File: config.mk
export PLATFORM = sky130hd
export DESIGN_NAME = vga_scanout
export DESIGN_NICKNAME = d
export VERILOG_FILES = /design/src/rtl/vga_scanout_pkg.sv /design/src/rtl/vga_timing.sv /design/src/rtl/vga_scanout.sv
export SDC_FILE = /design/constraint.sdc
export NUM_CORES = 1
export LEC_CHECK = 0
export ABC_CLOCK_PERIOD_IN_PS = 6480
export BUFFER_PORTS_ARGS = -buffer_cell sky130_fd_sc_hd__buf_2
export CORE_ASPECT_RATIO = 0.6
export CORE_MARGIN = 2
export CORE_UTILIZATION = 35
export CTS_CLUSTER_DIAMETER = 200
export CTS_CLUSTER_SIZE = 20
export DETAILED_ROUTE_END_ITERATION = 8
export HOLD_SLACK_MARGIN = 0.1
export PLACE_DENSITY_LB_ADDON = 0.15
export SYNTH_ARGS = -nofsm -noshare
export SYNTH_HDL_FRONTEND = slang
export SYNTH_SLANG_ARGS = --single-unit
File: constraint.sdc
create_clock -name clk -period 6.48 [get_ports clk]
set_input_delay 0.648 -clock clk [delete_from_list [all_inputs] [get_ports clk]]
set_output_delay 0.648 -clock clk [all_outputs]
set_load 0.05 [all_outputs]
File: src/rtl/vga_scanout_pkg.sv
// vga_scanout_pkg: shared 640x480@60 timing constants, framebuffer geometry and the region-flag bundle.
// Used by vga_scanout, vga_timing and the drawing datapath (FB_W/FB_H).
package vga_scanout_pkg;
   localparam logic [9:0] H_VIS    = 10'd640;
   localparam logic [9:0] H_FP     = 10'd16;
   localparam logic [9:0] H_SYNC   = 10'd96;
   localparam logic [9:0] H_BP     = 10'd48;
   localparam logic [9:0] H_TOTAL  = 10'd800;
   localparam logic [9:0] V_VIS    = 10'd480;
   localparam logic [9:0] V_FP     = 10'd10;
   localparam logic [9:0] V_SYNC   = 10'd2;
   localparam logic [9:0] V_BP     = 10'd33;
   localparam logic [9:0] V_TOTAL  = 10'd525;
   localparam logic [7:0] FB_W     = 8'd160;
   localparam logic [6:0] FB_H     = 7'd120;
   localparam int         COLOUR_W = 3;

   typedef struct packed {
      logic h_vis;
      logic v_vis;
      logic h_sync;
      logic v_sync;
   } region_t;
endpackage

File: src/rtl/vga_timing.sv
// vga_timing: pixel-enable divider, raster counters, frame wrap pulse and raw region flags.
// Ports: clk, reset (sync, active-high); pix_en_o (toggles every clk); h_cnt_o/v_cnt_o raster position;
//        region_o visible/sync flags for the current position; frame_done_o 1-clk pulse on frame wrap.
module vga_timing #(
   parameter logic [9:0] H_VIS = vga_scanout_pkg::H_VIS,
   parameter logic [9:0] V_VIS = vga_scanout_pkg::V_VIS
) (
   input  logic                      clk,
   input  logic                      reset,
   output logic                      pix_en_o,
   output logic [9:0]                h_cnt_o,
   output logic [9:0]                v_cnt_o,
   output vga_scanout_pkg::region_t  region_o,
   output logic                      frame_done_o
);
   import vga_scanout_pkg::*;

   // porches and sync widths stay fixed; totals follow the visible size
   localparam logic [9:0] H_SYNC_LO = H_VIS + H_FP;
   localparam logic [9:0] H_SYNC_HI = H_SYNC_LO + H_SYNC;
   localparam logic [9:0] H_LAST    = H_SYNC_HI + H_BP - 10'd1;
   localparam logic [9:0] V_SYNC_LO = V_VIS + V_FP;
   localparam logic [9:0] V_SYNC_HI = V_SYNC_LO + V_SYNC;
   localparam logic [9:0] V_LAST    = V_SYNC_HI + V_BP - 10'd1;

   logic       pix_en_q, frame_done_q, h_end, v_end;
   logic [9:0] h_q, h_d, v_q, v_d;

   assign h_end = h_q == H_LAST;
   assign v_end = v_q == V_LAST;
   assign h_d   = !pix_en_q ? h_q : h_end ? '0 : h_q + 10'd1;
   assign v_d   = !(pix_en_q && h_end) ? v_q : v_end ? '0 : v_q + 10'd1;

   always_ff @(posedge clk) begin
      if (reset) begin
         pix_en_q     <= 1'b0;
         h_q          <= '0;
         v_q          <= '0;
         frame_done_q <= 1'b0;
      end else begin
         pix_en_q     <= ~pix_en_q;
         h_q          <= h_d;
         v_q          <= v_d;
         frame_done_q <= pix_en_q && h_end && v_end;
      end
   end

   assign pix_en_o        = pix_en_q;
   assign h_cnt_o         = h_q;
   assign v_cnt_o         = v_q;
   assign frame_done_o    = frame_done_q;
   assign region_o.h_vis  = h_q < H_VIS;
   assign region_o.v_vis  = v_q < V_VIS;
   assign region_o.h_sync = h_q >= H_SYNC_LO && h_q < H_SYNC_HI;
   assign region_o.v_sync = v_q >= V_SYNC_LO && v_q < V_SYNC_HI;
endmodule

File: src/rtl/vga_scanout.sv
// vga_scanout: raster-order reader of a 160x120 3-bit framebuffer driving a 640x480@60 VGA DAC, 4x4 pixel replication.
// Ports: clk, reset (sync, active-high); rd_addr/rd_data framebuffer read port (data 1 clk after address);
//        VGA_CLK, VGA_HS, VGA_VS, VGA_BLANK_N, VGA_SYNC_N, VGA_R/G/B to the DAC; frame_done 1-clk frame wrap pulse.
// Option: define VGA_SCANOUT_TESTPAT_EN to add test_pattern (colour bars from h_cnt[9:7] instead of rd_data).
module vga_scanout #(
   parameter logic [9:0] H_VIS = vga_scanout_pkg::H_VIS,
   parameter logic [9:0] V_VIS = vga_scanout_pkg::V_VIS,
   parameter logic [7:0] FB_W  = vga_scanout_pkg::FB_W
) (
   input  logic                                  clk,
   input  logic                                  reset,
`ifdef VGA_SCANOUT_TESTPAT_EN
   input  logic                                  test_pattern,
`endif
   output logic [14:0]                           rd_addr,
   input  logic [vga_scanout_pkg::COLOUR_W-1:0]  rd_data,
   output logic                                  VGA_CLK,
   output logic                                  VGA_HS,
   output logic                                  VGA_VS,
   output logic                                  VGA_BLANK_N,
   output logic                                  VGA_SYNC_N,
   output logic [9:0]                            VGA_R,
   output logic [9:0]                            VGA_G,
   output logic [9:0]                            VGA_B,
   output logic                                  frame_done
);
   import vga_scanout_pkg::*;

   logic                pix_en, vis, hs_q, vs_q, blank_n_q, vga_clk_q;
   logic [9:0]          h_cnt, v_cnt;
   region_t             rg;
   logic [COLOUR_W-1:0] colour, rgb_d, rgb_q;

   vga_timing #(.H_VIS(H_VIS), .V_VIS(V_VIS)) u_timing (
      .clk          (clk),
      .reset        (reset),
      .pix_en_o     (pix_en),
      .h_cnt_o      (h_cnt),
      .v_cnt_o      (v_cnt),
      .region_o     (rg),
      .frame_done_o (frame_done)
   );

   assign vis     = rg.h_vis && rg.v_vis;
   // combinational from the counters, so it holds for both clks of a pixel
   assign rd_addr = vis ? 15'(v_cnt >> 2) * 15'(FB_W) + 15'(h_cnt >> 2) : '0;

`ifdef VGA_SCANOUT_TESTPAT_EN
   assign colour = test_pattern ? h_cnt[9:7] : rd_data;
`else
   assign colour = rd_data;
`endif
   assign rgb_d = vis ? colour : '0;

   // output stage loads on the pix_en edge, when rd_data belongs to the current counters
   always_ff @(posedge clk) begin
      if (reset) begin
         hs_q      <= 1'b1;
         vs_q      <= 1'b1;
         blank_n_q <= 1'b0;
         rgb_q     <= '0;
         vga_clk_q <= 1'b1;
      end else begin
         vga_clk_q <= pix_en;
         if (pix_en) begin
            hs_q      <= ~rg.h_sync;
            vs_q      <= ~rg.v_sync;
            blank_n_q <= vis;
            rgb_q     <= rgb_d;
         end
      end
   end

   assign VGA_CLK     = vga_clk_q;
   assign VGA_HS      = hs_q;
   assign VGA_VS      = vs_q;
   assign VGA_BLANK_N = blank_n_q;
   assign VGA_SYNC_N  = 1'b0;
   assign VGA_R       = {10{rgb_q[2]}};
   assign VGA_G       = {10{rgb_q[1]}};
   assign VGA_B       = {10{rgb_q[0]}};
endmodule
==> key figures, run 1 <==
Outcome
  – Status: finished clean

Timing
  – Max-slew headroom: 0.543
  – Post-layout min period: 3800 ps
  – FMAX: 0.263 GHz
  – Final Hold Vio Count: 0
  – Worst Tran Pin Value: 684 ps
  – Endpoints failing setup: 0
  – Clk_skew: 9.77 ps
  – Final Max Tran Viols: 0
  – RSZ-0062 raised after global routing: false
  – Period utilisation layout: 0.586
  – Setup TNS: 0 ps

Setup path
  – Crit path kind: reg2out
  – CP max-delay cell: nor4_1
  – Worst-path cell chain: ha_1 -> ha_1 -> inv_1 -> fa_1 -> nand2b_1 -> o2bb2ai_1 -> xor2_1 -> nor4_1 -> mux2i_1 -> buf_2
  – Crit path max fanout: 8
  – Most Frequent Cell on Critical Path: ha_1
  – Required @ worst endpoint: 5830 ps
  – CP max stage delay: 480 ps
  – Startpoint types: register
  – Crit end category: primary output
  – Critical Path AT: 3150 ps

Global route
  – Initial antenna violation count: 0
  – Largest net degree at the start of global routing: 19
  – GRT Resource Usage Total: 0.134
  – First-pass GRT wire length: 7260 um
  – Vias in the first global route: 1466
  – Total grt overflow: 0

CTS
  – Hold-fix buffers, CTS: 0
  – Post_cts resized: 0
  – Clk slew on worst S/H paths: 70 ps
  – Clk_lat worst skew: 280 ps
  – Clock sink total: 29
  – Bufs on Longest Clock Path: 2
  – TritonCTS clock tree: yes
  – Clock buffers created by TritonCTS: 5
  – CTS H-tree lvls: 2
  – CTS root buf: clkbuf_8
  – Setup Fix Bufs, Post-CTS: 0

Pwr
  – Combinational fraction of design power: 0.157
  – Worst VDD drop: 0.0599 mV
  – Part of the power in the clock network: 0.372
  – Static Leak: 0.00117 uW
  – P_sw: 131 uW
  – Cell internal pwr: 268 uW
  – Sequential share of power: 0.471
  – PD cells: 164 nW/um^2
  – Net Sw Frac: 0.328

Synthesis
  – Post-synth EDFFs: 0
  – Synth Area in Compound Gates: 0.0851
  – Ys Warns: 0
  – Synth Register Bits: 29
  – Synth Flop Type: dfxtp_1
  – Syn Nets: 282
  – Syn_area_per_cell: 8.62 um^2
  – Simple-gate share of the synthesized area: 0.279
  – Post-Syn Area: 2210 um^2
  – Synth cell types: 56
  – Register area share after synthesis: 0.263
  – Post-synthesis async set-or-reset flop share: 0
  – Leading area contributor after synthesis: dfxtp_1
  – Synth top area cells: dfxtp_1 26%, ha_1 11%, buf_4 9.9%
  – Mux share of post-synthesis cell area: 0.0182
  – Adder-cell share of the synthesized area: 0.126
  – XOR/XNOR share of the synthesized area: 0.0993
  – Share of the synthesized area in the top cell type: 0.263
  – Largest family of logic cells by synthesized area: simple AND/OR/NAND/NOR gates
  – Post-Synthesis Cells: 256

Die
  – Die area: 6970 um^2
  – Initial Utilization: 0.361
  – Row cnt: 22
  – CORE AREA: 6110 um^2
  – I/O pins: 56
  – Die Y: 65.5 um
  – Die Width: 106 um

Final layout
  – Fillcell total: 633
  – Most frequent cells in the layout: 54 x buf_2, 35 x nor2_1, 29 x dfxtp_1
  – Most common cell after layout, fill and taps aside: buf_2
  – Sequential cell area: 581 um^2
  – Area of the multi-input gates: 1340 um^2
  – Antenna cells: 0
  – NumNets Final: 310
  – Share of layout cells above drive strength 1: 0.263
  – Area Growth Syn to Fin: 10.2%
  – Finished Layout Cells: 369

Drt
  – Post-route DRC: 0
  – Post-route ant nets: 0
  – Initial DRC count: 71
  – Via density: 4.55
  – Total wire length: 4520 um
  – Via Count: 1680
  – Wirelength per Cell: 12.2 um
  – First-pass detailed-route iteration total: 4

Hold path
  – Hold WC Path Type: reg2reg

Placement
  – Port bufs: 54
  – Inst Count DP: 361
  – GPL Wtd Cong: 0.836
  – Final HPWL DP: 3490 um

Flow run
  – Max_cap viols: 0
-- critical path, delay by kind of cell (launching register included) --
family	cells	cell delay, ps
buffers and inverters	2	320
XOR/XNOR	1	200
flip-flops	1	410
adder cells (fa/ha/maj)	3	880
AO/OA/AOI/OAI	1	180
AND/OR/NAND/NOR	2	660
multiplexers	1	220
-- area by class of cell --
| type | instances | area share |
|---|---|---|
| Sequential cell | 29 | 0.239 |
| Clock buffer | 5 | 0.0283 |
| Clock inverter | 3 | 0.00721 |
| Inverter | 10 | 0.0154 |
| Multi-Input combinational cell | 183 | 0.553 |
| Tap cell | 84 | 0.0433 |
| Timing Repair Buffer | 55 | 0.114 |
-- kinds of logic (layout without fill, tap and decap cells) --
group	count (synthesis)	after routing
simple gates	106	106
buf+inv	44	73
flops	29	29
compound gates	26	26
xor+xnor	25	25
fa+ha+maj	21	21
mux	4	4
other cells	1	1
-- power by group through the flow --
| stage | Clock (uW) | Sequential, uW | Combinational (uW) |
|---|---|---|---|
| global route | 160 | 189 | 65.9 |
| floorplan | 0 | 196 | 58.9 |
| detailed placement | 0 | 192 | 63.1 |
| CTS | 152 | 188 | 63.2 |
| global placement | 0 | 192 | 63.3 |
| finish | 148 | 188 | 62.8 |
-- metrics by stage --
stage	cell area [um^2]	hold WS (ps)	worst slack [ps]	utilization	power, uW
4_1_cts	2430	483	2700	0.398	403
3_3_place_gp	2340	472	3080	0.383	255
3_5_place_dp	2340	463	3000	0.383	255
6_report	2430	482	2680	0.398	399
5_1_grt	2430	542	2500	0.398	415
2_1_floorplan	2210	525	2820	-	255
-- sequential cells by signal, indices dropped and copies added, names as in the netlist --
name	flops
VGA_CLK	1
VGA_HS	1
u_timing.pix_en_o	1
u_timing.v_cnt_o	10
u_timing.h_cnt_o	10
u_timing.frame_done_o	1
rgb_q	3
VGA_BLANK_N	1
VGA_VS	1
-- Yosys cell counts (2+ instances only) --
cell type	number
nor2_1	35
buf_4	29
dfxtp_1	29
ha_1	19
xor2_1	14
xnor2_1	11
inv_1	10
nand2_1	9
nand2b_1	9
and2_1	7
nand3_1	7
nand4_1	7
a21oi_1	5
and3_1	4
mux2i_1	4
nor3_1	4
o21ai_0	4
clkbuf_1	3
a211oi_1	2
a21o_1	2
fa_1	2
nand4b_1	2
nor2_2	2
nor3_2	2
nor4b_1	2
o211ai_1	2
-- path summary, 6_finish.rpt --
check	depth (start not counted)	startpoint	slack, ps	to
worst min-delay path	2	VGA_VS$_SDFFE_PP1P_	480	VGA_VS$_SDFFE_PP1P_
worst min register to register	2	VGA_VS$_SDFFE_PP1P_	480	VGA_VS$_SDFFE_PP1P_
worst max register to register	5	u_timing.pix_en_o$_SDFF_PP0_	4300	u_timing.v_cnt_o[4]$_SDFFE_PP0P_
worst max-delay path	10	u_timing.v_cnt_o[3]$_SDFFE_PP0P_	2680	rd_addr[14]
-- metal layers --
layer	wire length, um	global-route usage	part of all wire	vias to the layer above
met5	0	0	0	-
met4	44	0.0341	0.0097	0
met3	207	0.0407	0.046	8
met2	1600	0.171	0.35	29
met1	2670	0.211	0.59	732
li1	-	-	-	911
(Power assumes the default switching activity.)
==> inputs of run 2 (changes only) <==
Settings changed: ABC_AREA set to 1, ABC_CLOCK_PERIOD_IN_PS 6480 to 3500.
Clock period 6.48 ns to 3.5 ns, I/O delays scaled along.
==> run 2 against run 1 <==
Effect of this change:
- worst hold slack worse by 170 ps
- sequential share of layout area shrank 0.68 points
- final cell count rose by 20%
- via count up 19%
- sequential cell count stayed put
- critical path type unchanged
- largest cell class unchanged
==> key figures, run 2 <==
Setup path
  – CP max stage delay: 430 ps
  – Delay-heaviest family, CP: adder cells
  – Required @ worst endpoint: 3150 ps
  – CP max-delay cell: fa_1
  – Most Frequent Cell on Critical Path: nand2_1
  – R2R cell count: 6
  – Worst-path cell chain: ha_1 -> ha_1 -> inv_1 -> fa_1 -> nor2_1 -> nand3_1 -> nand2_1 -> nand2_1 -> nor2_1 -> nand3_1 -> nand2_1 -> nand2_1 -> nor2_1 -> buf_2
  – Crit path kind: reg2out
  – Buffers & Inverters on Critical Path: 2
  – Reg-to-reg startpoint: u_timing.h_cnt_o[0]$_SDFFE_PP0P_
  – Crit end category: primary output
  – Startpoint types: register
  – Critical path depth in cells: 14
  – Crit path max fanout: 7
  – Critical Path AT: 2840 ps
  – Crit path launch: u_timing.v_cnt_o[3]$_SDFFE_PP0P_

CTS
  – Clock buffers created by TritonCTS: 5
  – Bufs on Longest Clock Path: 2
  – TritonCTS clock tree: yes
  – CTS root buf: clkbuf_8
  – CTS H-tree lvls: 2
  – Clk slew on worst S/H paths: 70 ps
  – Clock sink total: 29
  – Clk_lat worst skew: 290 ps

Die
  – Die Width: 107 um
  – Row cnt: 22
  – Die area: 7050 um^2
  – I/O pins: 56
  – Die Y: 65.8 um
  – Initial Utilization: 0.363
  – CORE AREA: 6140 um^2

Global route
  – First-pass GRT wire length: 8360 um
  – Initial antenna violation count: 0
  – GRT Resource Usage Total: 0.153
  – Total grt overflow: 0
  – Vias in the first global route: 1705
  – Largest net degree at the start of global routing: 15

Drt
  – Post-route DRC: 0
  – Initial DRC count: 102
  – Via Count: 2002
  – Via density: 4.54
  – Total wire length: 5100 um
  – Wirelength per Cell: 11.6 um
  – Post-route ant nets: 0
  – First-pass detailed-route iteration total: 4

Placement
  – Final HPWL DP: 4030 um
  – GPL Wtd Cong: 0.826
  – Inst Count DP: 433
  – Port bufs: 54

Synthesis
  – Post-Syn Area: 2230 um^2
  – Ys Warns: 0
  – Syn_area_per_cell: 6.86 um^2
  – Syn Nets: 351
  – Post-synth EDFFs: 0
  – Leading area contributor after synthesis: dfxtp_1
  – Synth Flop Type: dfxtp_1
  – Synth Register Bits: 29
  – Synth top area cells: dfxtp_1 26%, ha_1 11%, nand2_1 11%
  – Share of the synthesized area in the top cell type: 0.260
  – Synth cell count leaders: 63 x nand2_1, 52 x nor2_1, 37 x inv_1, 29 x dfxtp_1, 28 x buf_4
  – Post-Synthesis Cells: 325
  – Most common cell in the netlist: nand2_1
  – Register area share after synthesis: 0.260
  – Post-synthesis async set-or-reset flop share: 0
  – Synth cell types: 33

Pwr
  – Static Leak: 0.00124 uW
  – PD cells: 353 nW/um^2
  – Final total power: 889 uW
  – Worst VDD drop: 0.147 mV

Outcome
  – Status: finished clean

Final layout
  – Finished Layout Cells: 441
  – Area Growth Syn to Fin: 13.1%
  – Most common cell after layout, fill and taps aside: nand2_1
  – Share of layout cells above drive strength 1: 0.213
  – Antenna cells: 0
  – Most frequent cells in the layout: 63 x nand2_1, 54 x buf_2, 52 x nor2_1
  – NumNets Final: 382

Timing
  – Final Hold Vio Count: 0
  – Setup TNS: 0 ps
  – RSZ-0062 raised after global routing: false
  – Period utilisation layout: 0.912
  – FMAX: 0.313 GHz
  – Clk_skew: 11.6 ps
  – Final Max Tran Viols: 0
  – Endpoints failing setup: 0
  – Post-layout min period: 3190 ps

Hold path
  – HP Start: rd_data[1]
  – Hold WC Path Type: in2reg
  – Worst hold path cell count: 2

Flow run
  – Max_cap viols: 0
==> run 2: cell count changes after synthesis, sizes merged, moves of 4 or more <==
cell	before	now
mux2i	4	0
nand2	9	64
xor2	14	4
and3	5	0
nor2	37	54
nand2b	9	0
nor3	6	13
o21ai	5	9
inv	10	39
and2	8	0
a21oi	5	15
xnor2	11	4
a31oi	0	4
nand3	7	17
==> run 2: path summary, 6_finish.rpt <==
kind | to | slack, ps
worst min-delay path | rgb_q[1]$_SDFFE_PP0P_ | 310
worst max-delay path | rd_addr[14] | 310
worst max register to register | u_timing.v_cnt_o[3]$_SDFFE_PP0P_ | 1770
worst min register to register | VGA_BLANK_N$_SDFFE_PP0P_ | 470
==> run 2: routing by layer <==
metal	vias to the layer above	routed length (um)	track usage
met4	0	22	0.0325
met3	5	343	0.0483
met5	-	0	0
met2	54	1830	0.185
met1	855	2910	0.248
li1	1088	-	-
==> run 2: area by class of cell <==
type / count / area, um^2
Multi-Input combinational cell: 225 / 1270
Fill cell: 658 / 3620
Tap cell: 84 / 105
Inverter: 40 / 150
Clock buffer: 5 / 68.8
Sequential cell: 29 / 586
Clock inverter: 3 / 65.1
Timing Repair Buffer: 55 / 278
==> run 2: power by group <==
group          internal [uW]  total (uW)  switching (uW)  leakage [uW]
Combinational           20.4         122             102      0.000936
Clock                    283         423             140     0.0000681
Sequential               336         344            8.00      0.000237
==> run 2: timing repair <==
action,4_1_cts,5_1_grt
setup endpoints to repair,0,2
resized for setup,0,4
setup buffers,0,0
hold buffers,0,0
==> run 2: logic make-up (layout without fill, tap and decap cells) <==
family                     Yosys count  count (layout)  share of synthesized area
AOI/OAI and AO/OA                   31              31                     0.0785
xor gates and xnor gates             8               8                     0.0314
adders and majority gates           21              21                      0.125
buffers and inverters               71             103                      0.170
DFF                                 29              29                      0.260
other                                1               1                    0.00168
and+or+nand+nor                    164             164                      0.333
==> run 2: stage by stage <==
stage | area, um^2 | utilization | setup slack, ps | hold WS [ps]
CTS | 2520 | 0.410 | 203 | 306
floorplan | 2230 | - | 432 | 471
finish | 2520 | 0.411 | 308 | 314
global route | 2520 | 0.411 | 17.2 | 303
global placement | 2380 | 0.388 | 608 | 448
detailed placement | 2380 | 0.388 | 536 | 456
==> inputs of run 3 (changes only) <==
Settings changed: CORE_UTILIZATION 35 to 54, SLEW_MARGIN set to 30.
==> run 3 against run 2 <==
Effect of this change:
- sequential cell count unchanged
- die area down 34%
- combinational power is essentially flat
- core utilization up 19 points
- critical path type unchanged
- critical endpoint unchanged
- largest power group is now registers
==> key figures, run 3 (synthesis results as in run 2) <==
Setup path
  – Crit path kind: reg2out
  – Startpoint types: register
  – Crit path max fanout: 8
  – Crit end category: primary output
  – Required @ worst endpoint: 3150 ps
  – R2R cell count: 6
  – Critical Path AT: 2820 ps

Timing
  – Post-layout min period: 3170 ps
  – Endpoints failing setup: 0
  – Setup TNS: 0 ps
  – Final Hold Vio Count: 0
  – RSZ-0062 raised after global routing: false
  – Setup ws final: 335 ps
  – Final Max Tran Viols: 0
  – FMAX: 0.316 GHz
  – Period utilisation layout: 0.904
  – Clk_skew: 6.23 ps

Die
  – CORE AREA: 4030 um^2
  – Die Width: 87.0 um
  – Row cnt: 18
  – Initial Utilization: 0.553
  – I/O pins: 56
  – Die Y: 53.8 um
  – Die area: 4680 um^2

Drt
  – Initial DRC count: 112
  – Via Count: 2055
  – Via density: 5.06
  – Post-route DRC: 0
  – Wirelength per Cell: 11.8 um
  – Post-route ant nets: 0
  – Total wire length: 4810 um
  – First-pass detailed-route iteration total: 4

Final layout
  – Finished Layout Cells: 406
  – Antenna cells: 0
  – Cell area after layout: 2430 um^2
  – Area Growth Syn to Fin: 8.97%
  – Most common cell after layout, fill and taps aside: nand2_1
  – Most frequent cells in the layout: 63 x nand2_1, 54 x buf_2, 52 x nor2_1
  – Share of layout cells above drive strength 1: 0.205
  – NumNets Final: 382
  – Fillcell total: 380

Global route
  – Initial antenna violation count: 0
  – GRT Resource Usage Total: 0.218
  – Gr busiest metal: met1
  – First-pass GRT wire length: 7850 um
  – Vias in the first global route: 1705
  – Met2 GRT Util: 0.288
  – Grt met1 use: 0.345
  – Total grt overflow: 0
  – M3 GR Usage: 0.0491
  – Largest net degree at the start of global routing: 15

Flow run
  – Max_cap viols: 0

Placement
  – DP Area: 2340 um^2
  – GPL Wtd Cong: 0.922
  – Inst Count DP: 399
  – Port bufs: 54
  – DP Worst Slack: 569 ps
  – Final HPWL DP: 3740 um

Pwr
  – PD cells: 307 nW/um^2
  – Worst VDD drop: 0.192 mV
  – Static Leak: 0.00122 uW

Outcome
  – Status: finished clean

Hold path
  – Worst hold path cell count: 2
  – Hold WC Path Type: in2reg

CTS
  – Hold-fix buffers, CTS: 0
  – Bufs on Longest Clock Path: 2
  – CTS root buf: clkbuf_8
  – Clock sink total: 29
  – Clock buffers created by TritonCTS: 5
  – Clk_lat worst skew: 280 ps
  – Clk slew on worst S/H paths: 70 ps
  – CTS H-tree lvls: 2
  – TritonCTS clock tree: yes
-- run 3: path summary, 6_finish.rpt --
path	from	to	slack [ps]
max	u_timing.v_cnt_o[5]$_SDFFE_PP0P_	rd_addr[14]	330
max reg2reg	u_timing.h_cnt_o[0]$_SDFFE_PP0P_	u_timing.v_cnt_o[3]$_SDFFE_PP0P_	1770
min	rd_data[2]	rgb_q[2]$_SDFFE_PP0P_	320
min reg2reg	VGA_BLANK_N$_SDFFE_PP0P_	VGA_BLANK_N$_SDFFE_PP0P_	460
-- run 3: stage by stage --
stage | hold slack (ps) | util | power, uW
2_1_floorplan | 471 | - | 473
3_3_place_gp | 445 | 0.581 | 473
3_5_place_dp | 447 | 0.581 | 474
4_1_cts | 318 | 0.602 | 750
5_1_grt | 319 | 0.603 | 771
6_report | 322 | 0.603 | 746
-- run 3: cell type report --
cell class	count	area, um^2	share of cell area
tap	50	62.6	0.0257
clock buffer	7	86.3	0.0355
timing repair buffer	55	278	0.114
multi-input combinational	225	1270	0.522
sequential	29	584	0.240
inverter	40	150	0.0618
-- run 3: what timing repair did --
action,4_1_cts,5_1_grt
hold endpoints to repair,0,0
setup endpoints to repair,0,1
resized for setup,0,3
setup buffers,0,0
-- run 3: layer usage --
layer  part of all wire  vias up
li1                   -     1083
met1               0.56      910
met2               0.37       60
met3              0.067        2
met4             0.0017        0
met5                  0        -
-- run 3: critical path, cell delays in order (launching register included) --
cell     delay (ps)
dfxtp_2         410
ha_1            250
ha_1            220
inv_1            70
fa_1            440
nor2_1          150
nand3_1         110
nand2_1          70
nand2_1          60
nor2_1          160
nand3_1         120
nand2_1          70
nand2_1          50
nor2_1           80
buf_2           260
-- run 3: power breakdown --
part           internal, uW  leakage, uW  switching, uW
registers               337     0.000237           7.90
logic                  20.5     0.000936            102
clock network           156    0.0000443            124
total                   513      0.00122            234
